==> src/rtl/cva6_hpdcache_req_arbiter_if.sv <==
// Request/response bundle shared by the HPDcache request arbiter and its
// requesters. The package carries the minimal HPDcache request/response
// types the arbiter needs to see: opcode, source ID and transaction ID.
package cva6_hpdcache_arb_pkg;

    typedef logic [3:0] hpdcache_req_sid_t;
    typedef logic [5:0] hpdcache_req_tid_t;

    typedef enum logic [3:0] {
        HPDCACHE_REQ_LOAD     = 4'd0,
        HPDCACHE_REQ_STORE    = 4'd1,
        HPDCACHE_REQ_CMO      = 4'd2,
        HPDCACHE_REQ_AMO_LR   = 4'd4,
        HPDCACHE_REQ_AMO_SC   = 4'd5,
        HPDCACHE_REQ_AMO_SWAP = 4'd6,
        HPDCACHE_REQ_AMO_ADD  = 4'd7,
        HPDCACHE_REQ_AMO_AND  = 4'd8,
        HPDCACHE_REQ_AMO_OR   = 4'd9,
        HPDCACHE_REQ_AMO_XOR  = 4'd10,
        HPDCACHE_REQ_AMO_MAX  = 4'd11,
        HPDCACHE_REQ_AMO_MAXU = 4'd12,
        HPDCACHE_REQ_AMO_MIN  = 4'd13,
        HPDCACHE_REQ_AMO_MINU = 4'd14
    } hpdcache_req_op_t;

    typedef struct packed {
        logic [31:0]       addr;
        logic [31:0]       wdata;
        hpdcache_req_op_t  op;
        logic [3:0]        be;
        hpdcache_req_sid_t sid;
        hpdcache_req_tid_t tid;
    } hpdcache_req_t;

    typedef struct packed {
        logic [31:0]       rdata;
        hpdcache_req_sid_t sid;
        hpdcache_req_tid_t tid;
        logic              error;
    } hpdcache_rsp_t;

endpackage

interface cva6_hpdcache_req_arbiter_if
    import cva6_hpdcache_arb_pkg::*;
#(
    parameter int unsigned NREQ = 3
) ();

    logic [NREQ-1:0] core_req_valid;
    logic [NREQ-1:0] core_req_ready;
    hpdcache_req_t   core_req [NREQ];
    logic [NREQ-1:0] core_rsp_valid;
    hpdcache_rsp_t   core_rsp [NREQ];

    logic            dcache_req_valid;
    logic            dcache_req_ready;
    hpdcache_req_t   dcache_req;
    logic            dcache_rsp_valid;
    hpdcache_rsp_t   dcache_rsp;

    // Arbiter side
    modport slave (
        input  core_req_valid, core_req, dcache_req_ready, dcache_rsp_valid, dcache_rsp,
        output core_req_ready, core_rsp_valid, core_rsp, dcache_req_valid, dcache_req
    );

    // Requester / cache side
    modport master (
        output core_req_valid, core_req, dcache_req_ready, dcache_rsp_valid, dcache_rsp,
        input  core_req_ready, core_rsp_valid, core_rsp, dcache_req_valid, dcache_req
    );

endinterface

==> src/rtl/cva6_hpdcache_req_arbiter.sv <==
// Round-robin arbiter sharing one HPDcache core port among NREQ requesters.
// Forwarded requests carry a per-port source ID; responses are routed back
// by that ID. A stalled grant is held until accepted, and an accepted AMO
// blocks all further requests until its final response (tid all ones) is seen.
module cva6_hpdcache_req_arbiter
    import cva6_hpdcache_arb_pkg::*;
#(
    parameter int unsigned NREQ     = 3,
    parameter int unsigned SID_BASE = 0
) (
    input logic                        clk_i,
    input logic                        rst_ni,
    cva6_hpdcache_req_arbiter_if.slave bus
);

    localparam int unsigned IDX_W = (NREQ > 1) ? $clog2(NREQ) : 1;
    typedef logic [IDX_W-1:0] idx_t;

    function automatic idx_t next_idx(input idx_t i);
        return (32'(i) == NREQ - 1) ? '0 : idx_t'(32'(i) + 32'd1);
    endfunction

    function automatic hpdcache_req_sid_t sid_of(input idx_t i);
        return hpdcache_req_sid_t'(SID_BASE + 32'(i));
    endfunction

    function automatic logic is_amo(input hpdcache_req_op_t op);
        case (op)
            HPDCACHE_REQ_AMO_LR,  HPDCACHE_REQ_AMO_SC,  HPDCACHE_REQ_AMO_SWAP,
            HPDCACHE_REQ_AMO_ADD, HPDCACHE_REQ_AMO_AND, HPDCACHE_REQ_AMO_OR,
            HPDCACHE_REQ_AMO_XOR, HPDCACHE_REQ_AMO_MAX, HPDCACHE_REQ_AMO_MAXU,
            HPDCACHE_REQ_AMO_MIN, HPDCACHE_REQ_AMO_MINU: return 1'b1;
            default:                                     return 1'b0;
        endcase
    endfunction

    idx_t rr_ptr_q;
    idx_t hold_idx_q;
    idx_t lock_idx_q;
    logic hold_q;
    logic lock_q;

    idx_t grant_idx;
    idx_t cand;
    logic search_hit;
    logic grant_valid;
    logic grant_hs;
    logic lock_release;
    logic rsp_sid_ok;

    // Pick the granted port: sticky port while held, else first valid from rr_ptr_q
    always_comb begin
        grant_idx  = rr_ptr_q;
        cand       = '0;
        search_hit = 1'b0;
        if (hold_q) begin
            grant_idx = hold_idx_q;
        end else begin
            for (int unsigned i = 0; i < NREQ; i++) begin
                cand = idx_t'((32'(rr_ptr_q) + i) % NREQ);
                if (!search_hit && bus.core_req_valid[cand]) begin
                    grant_idx  = cand;
                    search_hit = 1'b1;
                end
            end
        end
    end

    assign grant_valid = !lock_q && bus.core_req_valid[grant_idx];
    assign grant_hs    = grant_valid && bus.dcache_req_ready;

    // The final AMO response from the locking port reopens arbitration next cycle
    assign lock_release = bus.dcache_rsp_valid && (&bus.dcache_rsp.tid)
                          && (bus.dcache_rsp.sid == sid_of(lock_idx_q));

    // Forward the granted request with its source ID; only the granted port sees ready
    always_comb begin
        bus.core_req_ready            = '0;
        bus.core_req_ready[grant_idx] = grant_hs;
        bus.dcache_req_valid          = grant_valid;
        bus.dcache_req                = bus.core_req[grant_idx];
        bus.dcache_req.sid            = sid_of(grant_idx);
    end

    // Route responses by source ID; never back-pressured, out-of-range IDs match nothing
    always_comb begin
        for (int unsigned k = 0; k < NREQ; k++) begin
            bus.core_rsp_valid[k] = bus.dcache_rsp_valid
                                    && (bus.dcache_rsp.sid == sid_of(idx_t'(k)));
            bus.core_rsp[k]       = bus.dcache_rsp;
        end
    end

    // Arbitration control state: round-robin pointer, grant hold and AMO lock
    always_ff @(posedge clk_i or negedge rst_ni) begin
        if (!rst_ni) begin
            rr_ptr_q <= '0;
            hold_q   <= 1'b0;
            lock_q   <= 1'b0;
        end else begin
            if (grant_hs) begin
                rr_ptr_q <= next_idx(grant_idx);
                hold_q   <= 1'b0;
                if (is_amo(bus.core_req[grant_idx].op)) begin
                    lock_q <= 1'b1;
                end
            end else if (grant_valid) begin
                hold_q <= 1'b1;
            end
            if (lock_q && lock_release) begin
                lock_q <= 1'b0;
            end
        end
    end

    // Port indices qualifying hold/lock; only meaningful while their flag is set
    always_ff @(posedge clk_i) begin
        if (grant_valid && !bus.dcache_req_ready) begin
            hold_idx_q <= grant_idx;
        end
        if (grant_hs && is_amo(bus.core_req[grant_idx].op)) begin
            lock_idx_q <= grant_idx;
        end
    end

    assign rsp_sid_ok = (32'(bus.dcache_rsp.sid) - SID_BASE) < NREQ;

    a_ready_onehot: assert property (@(posedge clk_i) disable iff (!rst_ni)
        $onehot0(bus.core_req_ready));

    a_hold_stable: assert property (@(posedge clk_i) disable iff (!rst_ni)
        hold_q |-> (bus.dcache_req_valid && $stable(bus.dcache_req)));

    a_hold_lock_excl: assert property (@(posedge clk_i) disable iff (!rst_ni)
        !(hold_q && lock_q));

    a_rsp_sid_range: assert property (@(posedge clk_i) disable iff (!rst_ni)
        bus.dcache_rsp_valid |-> rsp_sid_ok)
        else $warning("response with sid %0d outside this arbiter's range was dropped",
                      bus.dcache_rsp.sid);

endmodule
==> src/flat_wrapper.sv <==
// flat-port wrapper written by rule: the top's interface ports become plain ports
module cva6_hpdcache_req_arbiter_flat import cva6_hpdcache_arb_pkg::*;
#(
    parameter int unsigned NREQ     = 3,
    parameter int unsigned SID_BASE = 0
)
  (clk_i, rst_ni, bus_core_req_valid, bus_core_req, bus_dcache_req_ready, bus_dcache_rsp_valid, bus_dcache_rsp, bus_core_req_ready, bus_core_rsp_valid, bus_core_rsp, bus_dcache_req_valid, bus_dcache_req);
  cva6_hpdcache_req_arbiter_if #(.NREQ(NREQ)) bus_i ();
  input logic clk_i;
  input logic rst_ni;
  input wire logic [$bits(bus_i.core_req_valid)-1:0] bus_core_req_valid;
  input wire logic [$bits(bus_i.core_req)-1:0] bus_core_req;
  input wire logic [$bits(bus_i.dcache_req_ready)-1:0] bus_dcache_req_ready;
  input wire logic [$bits(bus_i.dcache_rsp_valid)-1:0] bus_dcache_rsp_valid;
  input wire logic [$bits(bus_i.dcache_rsp)-1:0] bus_dcache_rsp;
  output wire logic [$bits(bus_i.core_req_ready)-1:0] bus_core_req_ready;
  output wire logic [$bits(bus_i.core_rsp_valid)-1:0] bus_core_rsp_valid;
  output wire logic [$bits(bus_i.core_rsp)-1:0] bus_core_rsp;
  output wire logic [$bits(bus_i.dcache_req_valid)-1:0] bus_dcache_req_valid;
  output wire logic [$bits(bus_i.dcache_req)-1:0] bus_dcache_req;
  assign bus_i.core_req_valid = bus_core_req_valid;
  assign bus_i.core_req = {>>{bus_core_req}};
  assign bus_i.dcache_req_ready = bus_dcache_req_ready;
  assign bus_i.dcache_rsp_valid = bus_dcache_rsp_valid;
  assign bus_i.dcache_rsp = bus_dcache_rsp;
  assign bus_core_req_ready = bus_i.core_req_ready;
  assign bus_core_rsp_valid = bus_i.core_rsp_valid;
  assign bus_core_rsp = {>>{bus_i.core_rsp}};
  assign bus_dcache_req_valid = bus_i.dcache_req_valid;
  assign bus_dcache_req = bus_i.dcache_req;
  cva6_hpdcache_req_arbiter #(.NREQ(NREQ), .SID_BASE(SID_BASE)) u_core (.clk_i(clk_i), .rst_ni(rst_ni), .bus(bus_i));
endmodule
==> config.mk <==
export PLATFORM = sky130hd
export DESIGN_NAME = cva6_hpdcache_req_arbiter_flat
export DESIGN_NICKNAME = d
export VERILOG_FILES = /design/src/rtl/cva6_hpdcache_req_arbiter_if.sv /design/src/rtl/cva6_hpdcache_req_arbiter.sv /design/src/flat_wrapper.sv
export SDC_FILE = /design/constraint.sdc
export NUM_CORES = 1
export LEC_CHECK = 0
export BUFFER_PORTS_ARGS = -buffer_cell sky130_fd_sc_hd__buf_4
export CELL_PAD_IN_SITES_DETAIL_PLACEMENT = 2
export CELL_PAD_IN_SITES_GLOBAL_PLACEMENT = 2
export CORE_AREA = 2 2 203 205
export CTS_CLUSTER_DIAMETER = 200
export DETAILED_ROUTE_END_ITERATION = 7
export DIE_AREA = 0 0 205 207
export PLACE_DENSITY = 0.6
export SLEW_MARGIN = 20
export SYNTH_ARGS = -nofsm -noshare
export SYNTH_HDL_FRONTEND = slang
export SYNTH_SLANG_ARGS = --single-unit
==> constraint.sdc <==
create_clock -name clk_i -period 3.21 [get_ports clk_i]
set_input_delay 0.1605 -clock clk_i [delete_from_list [all_inputs] [get_ports clk_i]]
set_output_delay 0.1605 -clock clk_i [all_outputs]
set_load 0.02 [all_outputs]
---- Word-level counts from Yosys, hierarchy flattened ----
Memories as Yosys holds them, arrays and structs flattened.
Cells that the tools add are included.
word-level totals
  flip-flop bits (word level) ............. 8
  ROM bits ................................ 32
  input port bits ......................... 296
  output and inout bits ................... 218
  memories kept ........................... 2
memory list
  memory            depth  width  read ports  clocked after memory_dff  wr ports  line                             text
  (name not given)  16     1      1           0                         0         cva6_hpdcache_req_arbiter.sv:28  case (op)
  (name not given)  16     1      1           0                         0         cva6_hpdcache_req_arbiter.sv:28
cells by class
  add/subtract/negate cells ............... 3
  div/mod/pow operators ................... 3
  order comparisons ....................... 6
  equal/unequal tests ..................... 4
  muxes and demuxes ....................... 28
  bitwise logic cells ..................... 2
  reductions and logical operators ........ 23
operators by type and width
  kind                                                         count
  binary-select mux 82 bit (select 2 bit)                      1
  two-way mux 82 bit                                           2
  remainder unit 32 x 2 -> 32 bit (second input constant)      2
  remainder unit 2 x 2 -> 32 bit (second input constant)       1
  two-way mux 1 bit                                            15
  logical AND 1 bit                                            13
  less-than comparator 2 x 3 -> 1 bit (second input constant)  4
  two-way mux 2 bit                                            5
  binary-select mux 1 bit (select 2 bit)                       4
  AND reduction 6 bit                                          1
  nonzero test 2 bit                                           3
  == test 4 x 1 -> 1 bit (second input constant)               1
  == test 4 x 2 -> 1 bit                                       1
  == test 4 x 2 -> 1 bit (second input constant)               1
  zero test 1 bit                                              4
  zero test 4 bit                                              1
  adder 2 x 1 -> 3 bit (second input constant)                 1
  adder 2 x 2 -> 3 bit (second input constant)                 1
  bitwise AND 3 bit                                            1
  greater-or-equal comparator 3 bit (second input constant)    1
  inverter 2 -> 3 bit                                          1
  adder 2 x 1 -> 2 bit (second input constant)                 1
  demux 1 bit (select 2 bit)                                   1
  == test 2 bit (second input constant)                        1
  other kinds (2)                                              2

---- Logic depth before layout (Yosys ltp) ----
An unclocked memory read counts as a cell.
  depth after elaboration ................. 22
  gate-level depth with buffers ........... 13

---- Least setup slack after synthesis ----
No wires, ideal clock.
  path kind ............................... flip-flop to flip-flop
  start ................................... register u_core.rr_ptr_q[0]
  end ..................................... register u_core.lock_idx_q[0], enable pin
  library setup time ...................... 309 ps
  arrival ................................. 2603 ps
  setup slack ............................. 299 ps
  stages on the path, launching flop included .. 13
  period minus slack after synthesis ...... 2911 ps
  cell sequence ........................... dfrtp_1 inv_1 ha_1 buf_4 mux2i_1 o22ai_1 o211ai_1 a221oi_2 buf_6 mux2i_1 o2bb2ai_1 mux2i_1 nor2_1
between the ends
  word-level cells in the longest chain between the ends .. 19
  elaborated cells on any way between the ends .. 33
  classes of those cells .................. add/sub (2); div (3); mux (19); bitwise (1); reduce/logical (7); memory (1)
RTL lines
  item                                                                                      line                              text
  start, declared                                                                           cva6_hpdcache_req_arbiter.sv:37   idx_t rr_ptr_q;
  start signal, assigned                                                                    cva6_hpdcache_req_arbiter.sv:102  rr_ptr_q <= next_idx(grant_idx);
  parallel branches: the longest is 11 deep, another holds remainder unit 32 x 2 -> 32 bit  --
  two-way mux 2 bit *                                                                       cva6_hpdcache_req_arbiter.sv:61   if (!search_hit && bus.core_req_valid[cand]) begin
  two-way mux 2 bit *                                                                       cva6_hpdcache_req_arbiter.sv:56   if (hold_q) begin
  inverter 2 -> 3 bit *                                                                     --
  binary-select mux 82 bit (select 2 bit) *                                                 --
  two-way mux 82 bit * (2 in a row)                                                         --
  via bus_dcache_req[16]                                                                    flat_wrapper.sv:20                output wire logic [$bits(bus_i.dcache_req)-1:0] bus_dcache_req;
  memory (16 x 1 bit) *                                                                     --
  logical AND 1 bit *                                                                       cva6_hpdcache_req_arbiter.sv:121  if (grant_hs && is_amo(bus.core_req[grant_idx].op)) begin
  end signal, assigned                                                                      cva6_hpdcache_req_arbiter.sv:122  lock_idx_q <= grant_idx;
  end, declared                                                                             cva6_hpdcache_req_arbiter.sv:39   idx_t lock_idx_q;
Mark *: on every way through the listed nets, which the timed path passes. The select of a mux whose other input is x is not followed.
A chain may end at the register's enable or synchronous reset.

---- Worst setup path after layout ----
  start ................................... register u_core.rr_ptr_q[1]
  end ..................................... output bus_core_req_ready[1]
between the ends
  word-level cells in the longest chain between the ends .. 18
  elaborated cells on any way between the ends .. 33
  classes of those cells .................. add/sub (2); div (3); order compare (2); mux (18); bitwise (1); reduce/logical (7)
RTL lines
  item                                                                                      line                                                              text
  parallel branches: the longest is 11 deep, another holds remainder unit 32 x 2 -> 32 bit  --
  two-way mux 2 bit *                                                                       cva6_hpdcache_req_arbiter.sv:61
  two-way mux 2 bit *                                                                       cva6_hpdcache_req_arbiter.sv:56
  less-than comparator 2 x 3 -> 1 bit (not written as such), or another cell as far along   cva6_hpdcache_req_arbiter.sv:79                                   bus.core_req_ready[grant_idx] = grant_hs;
  logical AND 1 bit (not written as such) or two-way mux 1 bit (tied branches)              cva6_hpdcache_req_arbiter.sv:79, cva6_hpdcache_req_arbiter.sv:69
  two-way mux 1 bit (not written as such) or logical AND 1 bit (tied branches)              cva6_hpdcache_req_arbiter.sv:79, cva6_hpdcache_req_arbiter.sv:69
  demux 1 bit (select 2 bit) or logical AND 1 bit (tied branches)                           --
  bitwise AND 3 bit (no line) *                                                             --
  end, declared                                                                             flat_wrapper.sv:16                                                output wire logic [$bits(bus_i.core_req_ready)-1:0] bus_core_req_ready;
Mark *: on every way between the ends. The select of a mux whose other input is x is not followed.

==> summary.txt <==
Layout
  • N_diodes: 0
  • Non-Filler Instances: 1,251
  • Post-layout utilization of the core: 0.1555
  • P&R area growth vs syn: 88.22%
  • Non-Filler Cell Area, Final: 6279 um2
  • Nets: 1,020
  • Share of cells above drive strength 1: 0.5911

Route
  • Drt pass-1 iters: 4
  • Overall routed net length: 19.72 mm
  • DR WL/cell: 15.76 um
  • WL met3: 1.542 mm
  • Uppermost layer routed: met4
  • Via density: around 3.3
  • Met2 wire len: 10.87 mm
  • DRT met1 WL: 6.988 mm
  • Via count: about 4.2k
  • Routed Antenna Nets: 0
  • DRC: 0
  • Initial DRC count: 87

Floorplanning
  • I/O pin total: ~510
  • Die H: a little over 200 um
  • Die width: 205 um
  • Total core area: 40,370 um2
  • Rows: 74
  • Die area: 42,440 um2
  • Starting Density: 0.08263

Critical path
  • Crit Path Class: register to primary output
  • Worst path cell trace: ha_4 -> mux2i_1 -> o22ai_2 -> buf_4 -> nor2_1 -> a31oi_4 -> buf_4 -> mux2i_2 -> o2bb2ai_2 -> nand2b_4 -> nor3_1 -> buf_4
  • CP top delay family: compound AO/OA/AOI/OAI gates
  • CP Launch Type: register
  • Max stage delay on crit path: 0.45 ns
  • Critical path data required time: 3.05 ns
  • Critical path buffers and inverters: 3
  • Critical Path End Type: primary output
  • Cell mode on critical path: buf_4
  • CP max stage cell: dfrtp_2
  • WP data arrival: around 2.9 ns
  • Worst Path Max Fanout: 7

Clocking
  • H-tree Lvls: 1
  • TritonCTS Buffers: 3
  • CTS tree: done
  • Clk pin slew, worst setup/hold paths: about 0.040 ns
  • CTS root buf: clkbuf_16
  • Clock Latency Late Sink: 0.23 ns
  • Clock sink count: 8
  • Clock tree buffer depth: 2

Timing
  • Hold Fails Final Rpt: 0
  • Final period util: 0.9625
  • RSZ-0062 raised after global routing: yes
  • Fin crit period: 3.090 ns
  • Layout Skew: ~0.0016 ns
  • Setup violators final: 0
  • Max Clk Rate: 323.7 MHz
  • Final worst slack: 0.1204 ns
  • Final Hold Slack: 0.2532 ns
  • Max-slew violations: 0

Global route
  • Initial antenna violation count: 0
  • Overall Global Routing Usage: 0.08149
  • First-pass GRT wire length: 26.94 mm
  • Number of global-route vias before repair: 4,425
  • Total grt overflow: 0
  • Largest net degree at the start of global routing: 36

Pwr
  • Peak VDD IR: 0.0002355 V
  • LEAKAGE: 3.077 nW
  • Power Density: 956.0 nW/um2

Synthesis
  • Cells after Synth: 472
  • Sequential area share after synthesis: 0.06602
  • Syn_area_per_cell: 7.067 um2
  • Largest cells by area after synthesis: buf_4, mux2i_1, o21ai_0, nand2_1, edfxtp_1
  • Unique masters post-synth: 40
  • Post-synth top area share: 0.3016
  • Synthesized cell area: 3336 um2
  • Synth area leader: buf_4
  • Synth warn: 0
  • Number of synthesized register bits: 8

Placed design
  • Placed Instances: 1,231
  • Final HPWL DP: 16.03 mm
  • Placed cell area: 5814 um2
  • Post-placement setup slack: -0.03304 ns
  • GPL Wtd Cong: a little over 0.7
  • PortBufs: 367

Outcome
  • Status: completed

Flow run
  • MaxCap Viol Count: 0

Min path
  • Worst hold path class: input pin to register
stage by stage:
| step | setup TNS, ns | power [W] |
|---|---|---|
| after floorplan | 0 | 0.003164 |
| after global placement | 0 | 0.005140 |
| after detailed placement | -0.09342 | 0.005196 |
| after CTS | 0 | 0.005638 |
| after global routing | -0.5284 | 0.006455 |
| final | 0 | 0.006002 |
where the power goes:
part | internal [W] | leakage (nW) | switching, W | total [W]
Sequential | 0.000149 | 0.0810 | 0.0000420 | 0.000191
Clock | 0.000166 | 0.0382 | 0.0000520 | 0.000218
Combinational | 0.00254 | 2.96 | 0.00306 | 0.00559
Total | 0.00285 | 3.08 | 0.00315 | 0.00600
metal layers:
layer,vias up,GRT usage
met1,1948,0.08690
met2,231,0.1625
met5,-,0
met4,0,0.01488
li1,1973,-
met3,33,0.01652
what timing repair did:
item	in CTS	in global routing
cloned	1	4
resized for setup	15	26
endpoints found under the setup margin	82	81
pin swaps	2	6
hold endpoints to repair	4	0
hold buffers	1	0
buffers inserted	1	10
Yosys cell counts, drive strengths merged:
master   count
buf        150
mux2i       84
nand2       81
o21ai       80
clkbuf      10
inv          5
nor2         5
dfrtp        4
edfxtp       4
ha           4
nand2b       4
nor3         4
nand3        3
nor2b        3
nor4         3
o2bb2ai      3
a21oi        2
nand3b       2
nand4        2
nor3b        2
o21a         2
o22ai        2
xor2         2
a21boi       1
a21o         1
a221oi       1
a31oi        1
and2         1
and3b        1
conb         1
mux2         1
o211ai       1
o221ai       1
o31a         1
kinds of logic after synthesis:
logic type	count (synthesis)	share of synthesized area
other	1	0.001124
flip-flops	8	0.06602
AO/OA/AOI/OAI	96	0.1632
XOR/XNOR	2	0.005252
multiplexers	85	0.2554
adder cells (fa/ha/maj)	4	0.01500
AND/OR/NAND/NOR	111	0.1440
buffers and inverters	165	0.3500
cell usage in the layout (no fill, tap or decap), types with 2 or more instances in the layout:
master     Yosys  layout
o21ai_0       79      73
nor2_1         5       5
inv_1          4       2
buf_6          4       2
nand3b_1       2       2
buf_12         0       7
a21oi_1        2       2
mux2i_1       84      80
nor2b_1        3       2
clkbuf_16      0       7
buf_8          0       2
dfrtp_1        4       3
edfxtp_1       4       4
xor2_1         2       2
ha_4           0       2
o21a_1         2       2
nor3b_1        2       2
nand3_1        3       3
mux2i_2        0       4
buf_16         0       2
ha_1           4       2
o21ai_1        1       7
nand2_1       81      81
o2bb2ai_2      2       2
conb_1         1       2
nor3_1         4       4
buf_4        134     383
inv_2          1       3
nand4_1        2       2
nand2b_1       3       3
final timing paths:
kind	slack (ns)	cells after the start	from	to
worst max-delay path	0.12	12	u_core.rr_ptr_q[1]	bus_core_req_ready[1]
worst min-delay path	0.25	2	bus_dcache_req_ready	u_core.hold_idx_q[0]
worst max register to register	0.19	12	u_core.rr_ptr_q[1]	u_core.lock_idx_q[0]
worst min register to register	0.56	2	u_core.lock_q	u_core.lock_q
max in group asynchronous	2.81	2	rst_ni	u_core.rr_ptr_q[1]
min in group asynchronous	0.28	2	rst_ni	u_core.hold_q
area by class of cell:
cell class                      instances  area, um2
Clock buffer                            4      78.83
Inverter                                5      18.77
Sequential cell                         8      221.5
Timing Repair Buffer                  402       3238
Tap cell                              532      665.6
Multi-Input combinational cell        300       2056
Fill cell                            4848      34090
sequential cells by signal, summed over array words and instances (netlist names):
name,count
u_core.hold_idx_q,2
u_core.lock_q,1
u_core.lock_idx_q,2
u_core.rr_ptr_q,2
u_core.hold_q,1
Power figures use the tool's default switching activity.
